===== config.mk =====
export PLATFORM = sky130hd
export DESIGN_NAME = ram_bus_responder
export DESIGN_NICKNAME = d
export VERILOG_FILES = /design/src/rtl/ram_bus_responder.sv
export SDC_FILE = /design/constraint.sdc
export NUM_CORES = 1
export LEC_CHECK = 0
export BUFFER_PORTS_ARGS = -buffer_cell sky130_fd_sc_hd__buf_2
export CAP_MARGIN = 15
export CORE_MARGIN = 2
export CORE_UTILIZATION = 45
export CTS_CLUSTER_SIZE = 28
export DETAILED_ROUTE_END_ITERATION = 16
export HOLD_SLACK_MARGIN = 0.06
export MAX_ROUTING_LAYER = met4
export PLACE_DENSITY_LB_ADDON = 0.2
export SYNTH_ARGS = -nofsm -noshare
export SYNTH_HDL_FRONTEND = slang
export SYNTH_SLANG_ARGS = --single-unit

===== constraint.sdc =====
create_clock -name clk -period 8.9 [get_ports clk]
set_input_delay 0 -clock clk [delete_from_list [all_inputs] [get_ports clk]]
set_output_delay 0 -clock clk [all_outputs]
set_load 0.05 [all_outputs]

===== src/rtl/ram_bus_responder.sv =====
// Data-RAM port responder: bridges core MEM-stage accesses onto a level-held req/ack memory bus.
// Latency: request seen in cycle N, earliest ack in N+1, read data presented in DONE at N+2.
// Backpressure: stall holds the core while a request is in flight; timeout aborts with a bus_error pulse.
//
// Ports:
//   clk, rst                        - clock (rising edge), asynchronous active-high reset
//   ram_en/ram_write_en/ram_addr/   - core access (all-zero write enables = read)
//   ram_write_data
//   ram_read_data                   - registered read data back to the core
//   stall                           - combinational pipeline freeze
//   mem_req/we/sel/addr/wdata       - registered external bus request, word-aligned address
//   mem_ack/mem_rdata               - external completion and read data
//   bus_error                       - one-cycle pulse (DONE cycle) after a timeout abort
//   wait_cycles                     - saturating count of stalled cycles since reset
module ram_bus_responder #(
    parameter int ADDR_WIDTH = 32,
    parameter int DATA_WIDTH = 32,
    parameter int SEL_WIDTH  = 4,
    parameter int TIMEOUT    = 64,
    parameter int CNT_WIDTH  = 32
) (
    input  logic                  clk,
    input  logic                  rst,
    input  logic                  ram_en,
    input  logic [SEL_WIDTH-1:0]  ram_write_en,
    input  logic [ADDR_WIDTH-1:0] ram_addr,
    input  logic [DATA_WIDTH-1:0] ram_write_data,
    output logic [DATA_WIDTH-1:0] ram_read_data,
    output logic                  stall,
    output logic                  mem_req,
    output logic                  mem_we,
    output logic [SEL_WIDTH-1:0]  mem_sel,
    output logic [ADDR_WIDTH-1:0] mem_addr,
    output logic [DATA_WIDTH-1:0] mem_wdata,
    input  logic                  mem_ack,
    input  logic [DATA_WIDTH-1:0] mem_rdata,
    output logic                  bus_error,
    output logic [CNT_WIDTH-1:0]  wait_cycles
);

    localparam int TMO_W = (TIMEOUT > 2) ? $clog2(TIMEOUT) : 1;
    localparam logic [TMO_W-1:0] TMO_LAST = TMO_W'(TIMEOUT - 1);
    // Word-align mask: clears the two byte-offset bits of the core address.
    localparam logic [ADDR_WIDTH-1:0] WORD_MASK = ~ADDR_WIDTH'(3);

    typedef enum logic [1:0] {
        IDLE     = 2'd0,
        WAIT_ACK = 2'd1,
        DONE     = 2'd2
    } state_t;

    state_t                  state_q, state_d;
    logic [TMO_W-1:0]        tmo_q, tmo_d;
    logic                    mem_req_q, mem_req_d;
    logic                    mem_we_q, mem_we_d;
    logic [SEL_WIDTH-1:0]    mem_sel_q, mem_sel_d;
    logic [ADDR_WIDTH-1:0]   mem_addr_q, mem_addr_d;
    logic [DATA_WIDTH-1:0]   mem_wdata_q, mem_wdata_d;
    logic [DATA_WIDTH-1:0]   rdata_q, rdata_d;
    logic                    bus_error_q, bus_error_d;
    logic [CNT_WIDTH-1:0]    wait_cycles_q, wait_cycles_d;

    // Stall is combinational so the core freezes in the same cycle ram_en appears.
    // It is gated by rst so the core is released the instant reset asserts.
    always_comb begin
        stall = 1'b0;
        if (!rst) begin
            unique case (state_q)
                IDLE:     stall = ram_en;
                WAIT_ACK: stall = 1'b1;
                default:  stall = 1'b0;
            endcase
        end
    end

    always_comb begin
        state_d     = state_q;
        tmo_d       = tmo_q;
        mem_req_d   = mem_req_q;
        mem_we_d    = mem_we_q;
        mem_sel_d   = mem_sel_q;
        mem_addr_d  = mem_addr_q;
        mem_wdata_d = mem_wdata_q;
        rdata_d     = rdata_q;
        bus_error_d = 1'b0;

        unique case (state_q)
            IDLE: begin
                if (ram_en) begin
                    mem_we_d    = |ram_write_en;
                    mem_sel_d   = (|ram_write_en) ? ram_write_en : {SEL_WIDTH{1'b1}};
                    mem_addr_d  = ram_addr & WORD_MASK;
                    mem_wdata_d = ram_write_data;
                    mem_req_d   = 1'b1;
                    tmo_d       = '0;
                    state_d     = WAIT_ACK;
                end
            end
            WAIT_ACK: begin
                if (mem_ack) begin
                    // Writes leave the core-facing read data untouched.
                    if (!mem_we_q) begin
                        rdata_d = mem_rdata;
                    end
                    mem_req_d = 1'b0;
                    state_d   = DONE;
                end else if (tmo_q == TMO_LAST) begin
                    mem_req_d   = 1'b0;
                    rdata_d     = '0;
                    bus_error_d = 1'b1;
                    state_d     = DONE;
                end else begin
                    tmo_d = tmo_q + TMO_W'(1);
                end
            end
            DONE: begin
                // ram_en here is the access just served; never re-issue it.
                state_d = IDLE;
            end
            default: begin
                state_d = IDLE;
            end
        endcase

        wait_cycles_d = wait_cycles_q;
        if (stall && (wait_cycles_q != {CNT_WIDTH{1'b1}})) begin
            wait_cycles_d = wait_cycles_q + CNT_WIDTH'(1);
        end
    end

    always_ff @(posedge clk or posedge rst) begin
        if (rst) begin
            state_q       <= IDLE;
            tmo_q         <= '0;
            mem_req_q     <= 1'b0;
            mem_we_q      <= 1'b0;
            mem_sel_q     <= '0;
            mem_addr_q    <= '0;
            mem_wdata_q   <= '0;
            rdata_q       <= '0;
            bus_error_q   <= 1'b0;
            wait_cycles_q <= '0;
        end else begin
            state_q       <= state_d;
            tmo_q         <= tmo_d;
            mem_req_q     <= mem_req_d;
            mem_we_q      <= mem_we_d;
            mem_sel_q     <= mem_sel_d;
            mem_addr_q    <= mem_addr_d;
            mem_wdata_q   <= mem_wdata_d;
            rdata_q       <= rdata_d;
            bus_error_q   <= bus_error_d;
            wait_cycles_q <= wait_cycles_d;
        end
    end

    assign mem_req       = mem_req_q;
    assign mem_we        = mem_we_q;
    assign mem_sel       = mem_sel_q;
    assign mem_addr      = mem_addr_q;
    assign mem_wdata     = mem_wdata_q;
    assign ram_read_data = rdata_q;
    assign bus_error     = bus_error_q;
    assign wait_cycles   = wait_cycles_q;

endmodule


-- Yosys cells after proc, flatten, opt, wreduce, memory -nomap -nowiden
Index checks and enable logic that the tools add are counted.
- $add $sub $neg: 2
- eq/ne operators: 8
- mux-type cells: 21
- reduce and logical (&&, ||, !) cells: 10
- operators with widths (kind ; number):
    $mux W32 ; 3
    $add A32 B1 Y32 const B ; 1
    $ne A32 B32 Y1 const B ; 1
    $mux W6 ; 3
    $pmux W6 S2 ; 1
    $ne A2 B2 Y1 const B ; 4
    $mux W1 ; 7
    $add A6 B1 Y6 const B ; 1
    $eq A6 B6 Y1 const B ; 1
    $mux W2 ; 3
    $reduce_and A3 Y1 ; 2
    $mux W4 ; 1
    $pmux W1 S2 ; 2
    $pmux W2 S2 ; 1
    $reduce_and A2 Y1 ; 2
    $reduce_and A4 Y1 ; 1
    $reduce_bool A2 Y1 ; 2
    $reduce_or A4 Y1 ; 1
    $ne A3 B3 Y1 const B ; 1
    $eq A2 B1 Y1 const B ; 1
    $logic_not A2 Y1 ; 1
    $logic_and A1 B1 Y1 ; 1
- register bits: 141
- input bits: 104
- output and inout bits: 136
- word-level logic and storage cells: 51

-- Logic depth before layout (Yosys ltp)
- depth after elaboration: 4
- mapped depth: 7
- mapped depth without buffers: 6

-- Worst setup path before layout
No wires, ideal clock.
- path kind: register to register
- start: reg wait_cycles_q[15] (netlist: wait_cycles[15])
- end: reg wait_cycles_q[20] (netlist: wait_cycles[20])
- library setup time: 0.142 ns
- data arrival time: 2.056 ns
- data required time: 8.758 ns
- slack: 6.702 ns
- stages on the path, launching flop included: 7
- clock period less this slack: 2.198 ns
- path through: dfrtp_1 nand4_1 or4_4 o2111a_1 buf_6 nand4_1 xnor2_1
- cells in the longest elaborated chain, start to end: 2
- elaborated cells between the ends (all ways): 3
- classes of those cells: add/sub: 1; eq/ne: 1; reduce/logical: 1
- RTL lines (element ; RTL line ; text):
    from (decl) ; 61 ; logic [CNT_WIDTH-1:0] wait_cycles_q, wait_cycles_d;
    from (signal assigned) ; 153 ; wait_cycles_q <= wait_cycles_d;
    branches (longest 2 deep; another with $add A32 B1 Y32) ; -- ;
Several ways; the timed one is not identified.
A chain may end at the register's enable or synchronous reset.

-- Worst setup path after layout
- start: reg wait_cycles_q[2] (netlist: wait_cycles[2])
- end: reg wait_cycles_q[1] (netlist: wait_cycles[1])
- cells in the longest elaborated chain, start to end: 2
- RTL lines (element ; RTL line ; text):
    $ne A32 B32 Y1 ; 126 ; if (stall && (wait_cycles_q != {CNT_WIDTH{1'b1}})) begin
    $logic_and A1 B1 Y1 ; 126 ;
Every way passes these cells.

==> results.txt <==
- Counting tap cells, the placed design contains a total of between 800 and 900 instances.
- Buffers inserted during clock tree synthesis total 17.
* Area occupied by multi-input gates: roughly 2000 µm²
* Adder-Cell Fraction of Synth Area: less than 1%
* Top-count cell post-synth: sky130_fd_sc_hd__dfrtp_1
- Count of vias placed by the detailed router: between 4,000 and 5,000
- Number of design rule violations left after detail routing: 0
* HPWL after detailed placement: 9.71 mm
- Total overflow reported by the global router: 0
- Worst Setup Slack post-DPL: between 6 and 7 ns
* Post-synthesis to final-layout area growth: 53.8%
- With fillers left out, the area of the finished cells amounts to about 8700 µm².
- In this run, synthesis produced a sequential element count of between 100 and 150.
- CP most frequent cell: sky130_fd_sc_hd__nand4_1
* Number of global-route vias before repair: 5,150
- The signal on the critical path passes through nand4_1, nor3_1, nand4_1, nand2_1, mux2_2.
- The slowest stage of the critical path is the sky130_fd_sc_hd__nand4_1 cell.
* Final hold vios: 0
* Async SR Flop Fraction: between 90% and 100%
- The synthesized netlist devotes between 10% and 20% of its cell area to simple gates.
* Area fraction of the dominant cell type after synthesis: 62.4%
* Max-capacitance violation count: 0
* Cell type with the largest total area after synthesis: sky130_fd_sc_hd__dfrtp_1
* Die Span X: roughly 120 µm
* Endpoint kind of the worst setup timing path: register
- Counting along the longest clock path gives a buffer depth of 2.
- Broken down by cell family, the worst path's largest delay share belongs to simple AND/OR/NAND/NOR gates.
* Fill count: between 800 and 900
- Largest net degree at the start of global routing: 80
- Once the clock tree was built, the resizer swapped 0 gates to a different size.
- The initial antenna violation count is 0.
- Yosys mapped the design onto 35 distinct sky130hd cell types.
* RSZ-0062 raised after global routing: false
- Arr. time, crit path: slightly below 3 ns
- For the final database, setup skew stands at 0.0115 ns.
* Post-synth EDFFs: 0
- For this run, the top clock speed supported by timing is a little under 400 MHz.
- Worst-skew pair later-pin latency: approximately 0.42 ns
- Among all flip-flop cells after synthesis, the most frequent one is sky130_fd_sc_hd__dfrtp_1.
- The worst pin sits at a relative slew slack of roughly 30%.
- Across every metal layer, demand over resource in global routing totals around 25%.
* Crit start category: register
- For this configuration, the core starts out at a cell density of 46.5%.
* Finished Layout Cells: 950
- In this run the worst path has a maximum fanout of 13.
* Net count of the finished layout: 873
- The worst-case IR drop observed on VDD is between 0.00015 and 0.0002 V.
- Number of setup buffers added after CTS: 0
- For the final routed database, the setup TNS stands at 0 ns.
- Area share of xor/xnor cells in the synthesized design: under 10%
- The tree is rooted in a sky130_fd_sc_hd__clkbuf_16.
* Required time at the endpoint of the critical path: just over 9 ns
* Buffers added on ports: ~240
* Main combinational cell family by area after synthesis: multiplexers
- Die ar.: ~13,000 µm²
* Minimum clock period after layout: ~2.6 ns
* H-Tree Depth: 4
- Multiplexer share of the synthesized area: between 10% and 20%
- Average wire per cell in the routed design: 16.8 µm
- The congestion estimate from routability-driven global placement came to around 0.84.
- The min-delay analysis places its worst path in the category in2async.
* Number of pins with negative max-slew slack in the final report: 0
* Pwr dens: around 320 nW/µm²
- Post-CTS clock slew at the launch and capture registers of the worst setup and hold paths: ~0.06 ns
- In this run the mean area of a mapped cell was 13.4 µm².
* Warnings, synthesis: 0
* Ranking of synthesized cells by area: sky130_fd_sc_hd__dfrtp_1 62%, sky130_fd_sc_hd__mux2_2 13%, sky130_fd_sc_hd__a22o_1 5.0%
- The sequential cells in the finished layout cover a total of 3530 µm².
- The analysis attributes to cell leakage a power of 4.18 nW.
- Number of rows in the core area: 40
- After floorplanning, the core was sized to cover between 10,000 and 15,000 µm².
* Most common library cells after synthesis: 141 x sky130_fd_sc_hd__dfrtp_1, 63 x sky130_fd_sc_hd__mux2_2, 32 x sky130_fd_sc_hd__a22o_1, 21 x sky130_fd_sc_hd__xnor2_1, 20 x sky130_fd_sc_hd__nor2_1
* Total routed wirelength: between 15 and 20 mm
* Clock tree from TritonCTS: yes
- CTS sink count: about 140
* Vertical die dimension: approximately 120 µm
- The first global-routing pass estimated 25.3 mm of wire.
- The mapped netlist covers between 5000 and 6000 µm².
- The first TritonRoute pass finished after 4 iterations.
- CP max stage delay: ~0.6 ns
* Area after detailed placement: between 7000 and 8000 µm²
* Starting DRT DRC Count: about 340
- Together, buffers and inverters on the worst path number 0.
* Post-Synthesis Cells: approximately 420
* Outcome: complete, no violations
- Number of top-level pins: between 200 and 250
* Final Worst Setup Slack: ~6.3 ns
* Remaining number of nets flagged by the antenna check after routing: 0
* Class of the most critical setup path: reg2reg
* # setup viols final: 0
- Share of the yosys chip area belonging to registers: a little over three fifths
- Ratio of cells with drive above 1 in the final layout: 43.7%
* Slew @ Worst Pin: approximately 1.1 ns
- Area fraction in compound gates after synthesis: 7.08%
* Final period utilization: 29.2%
- Post-DR vias/cell: 5.13
## path summary, 6_finish.rpt
| check | startpoint | end | slack [ns] | cells past startpoint |
|---|---|---|---|---|
| min reg2reg | ram_read_data[18] | ram_read_data[18] | 0.50 | 1 |
| max reg2reg | wait_cycles[2] | wait_cycles[1] | 6.30 | 5 |
| min | rst | ram_read_data[20] | 0.23 | 3 |
| min in group clk | mem_rdata[17] | ram_read_data[17] | 0.33 | 3 |
| max | wait_cycles[2] | wait_cycles[1] | 6.30 | 5 |
| max in group asynchronous | rst | mem_wdata[14] | 7.28 | 4 |
## where the power goes
group          leakage [nW]  internal (mW)  switching [mW]
sequential             1.75          0.816           0.114
clock                 0.295          0.497           0.276
combinational          2.14          0.307           0.810
## timing repair
item	CTS	global route
setup endpoints to repair	0	0
hold buffers	104	0
hold endpoints to repair	168	0
## tightest hold or removal path, delay by kind of cell
family,cells,cell delay (ns)
buffers and inverters,3,1.10
## logic make-up after synthesis
| kind of cell | count (synthesis) |
|---|---|
| xor gates and xnor gates | 29 |
| adders and majority gates | 2 |
| muxes | 68 |
| AOI/OAI and AO/OA | 52 |
| buffers and inverters | 22 |
| DFF | 141 |
| other | 1 |
| and+or+nand+nor | 108 |
## state kept, by name, indices dropped and copies added (netlist names)
register / flops
mem_req: 1
ram_read_data: 32
state_q: 2
tmo_q: 6
mem_sel: 4
mem_addr: 30
wait_cycles: 32
bus_error: 1
mem_wdata: 32
mem_we: 1
## cell type report
type	count	share of cell area (%)
clock inverter	14	2.50
tap	168	2.42
inverter	3	0.187
antenna	2	0.0576
timing repair buffer	343	25.8
sequential	141	40.6
multi-input combinational	261	23.5
clock buffer	18	4.94
## per-stage QoR
step	hold slack, ns	util [%]	total power [mW]
final	0.230	71.5	2.82
after global routing	0.265	71.4	2.93
after CTS	0.255	71.4	2.82
after detailed placement	0.130	57.6	2.00
after global placement	0.119	57.6	1.98
after floorplan	0.0735	-	1.73
## cells in the final DEF (no fill, tap or decap), types with 3 or more instances in the layout
cell type,count
sky130_fd_sc_hd__dlygate4sd3_1,104
sky130_fd_sc_hd__clkinvlp_4,6
sky130_fd_sc_hd__nand2_1,13
sky130_fd_sc_hd__and4_1,4
sky130_fd_sc_hd__nor3_1,13
sky130_fd_sc_hd__clkbuf_16,17
sky130_fd_sc_hd__nor4_1,6
sky130_fd_sc_hd__xor2_1,8
sky130_fd_sc_hd__nand4_1,17
sky130_fd_sc_hd__bufinv_16,5
sky130_fd_sc_hd__o21a_1,3
sky130_fd_sc_hd__mux2_2,63
sky130_fd_sc_hd__nor2_1,20
sky130_fd_sc_hd__and3_1,7
sky130_fd_sc_hd__nand3_1,17
sky130_fd_sc_hd__dfrtp_1,141
sky130_fd_sc_hd__buf_2,235
sky130_fd_sc_hd__mux2i_1,5
sky130_fd_sc_hd__xnor2_1,21
sky130_fd_sc_hd__a22o_1,32
sky130_fd_sc_hd__buf_4,4
sky130_fd_sc_hd__a21oi_1,11
## routing by layer
metal | share of wire, % | wire length (µm) | vias up | global-route usage (%)
li1 | - | - | 2241 | -
met1 | 40 | 6320 | 2414 | 28.7
met2 | 53 | 8490 | 176 | 41.8
met3 | 4.5 | 711 | 42 | 6.38
met4 | 2.7 | 435 | 0 | 11.3
met5 | 0 | 0 | - | -
(Power assumes the default switching activity.)
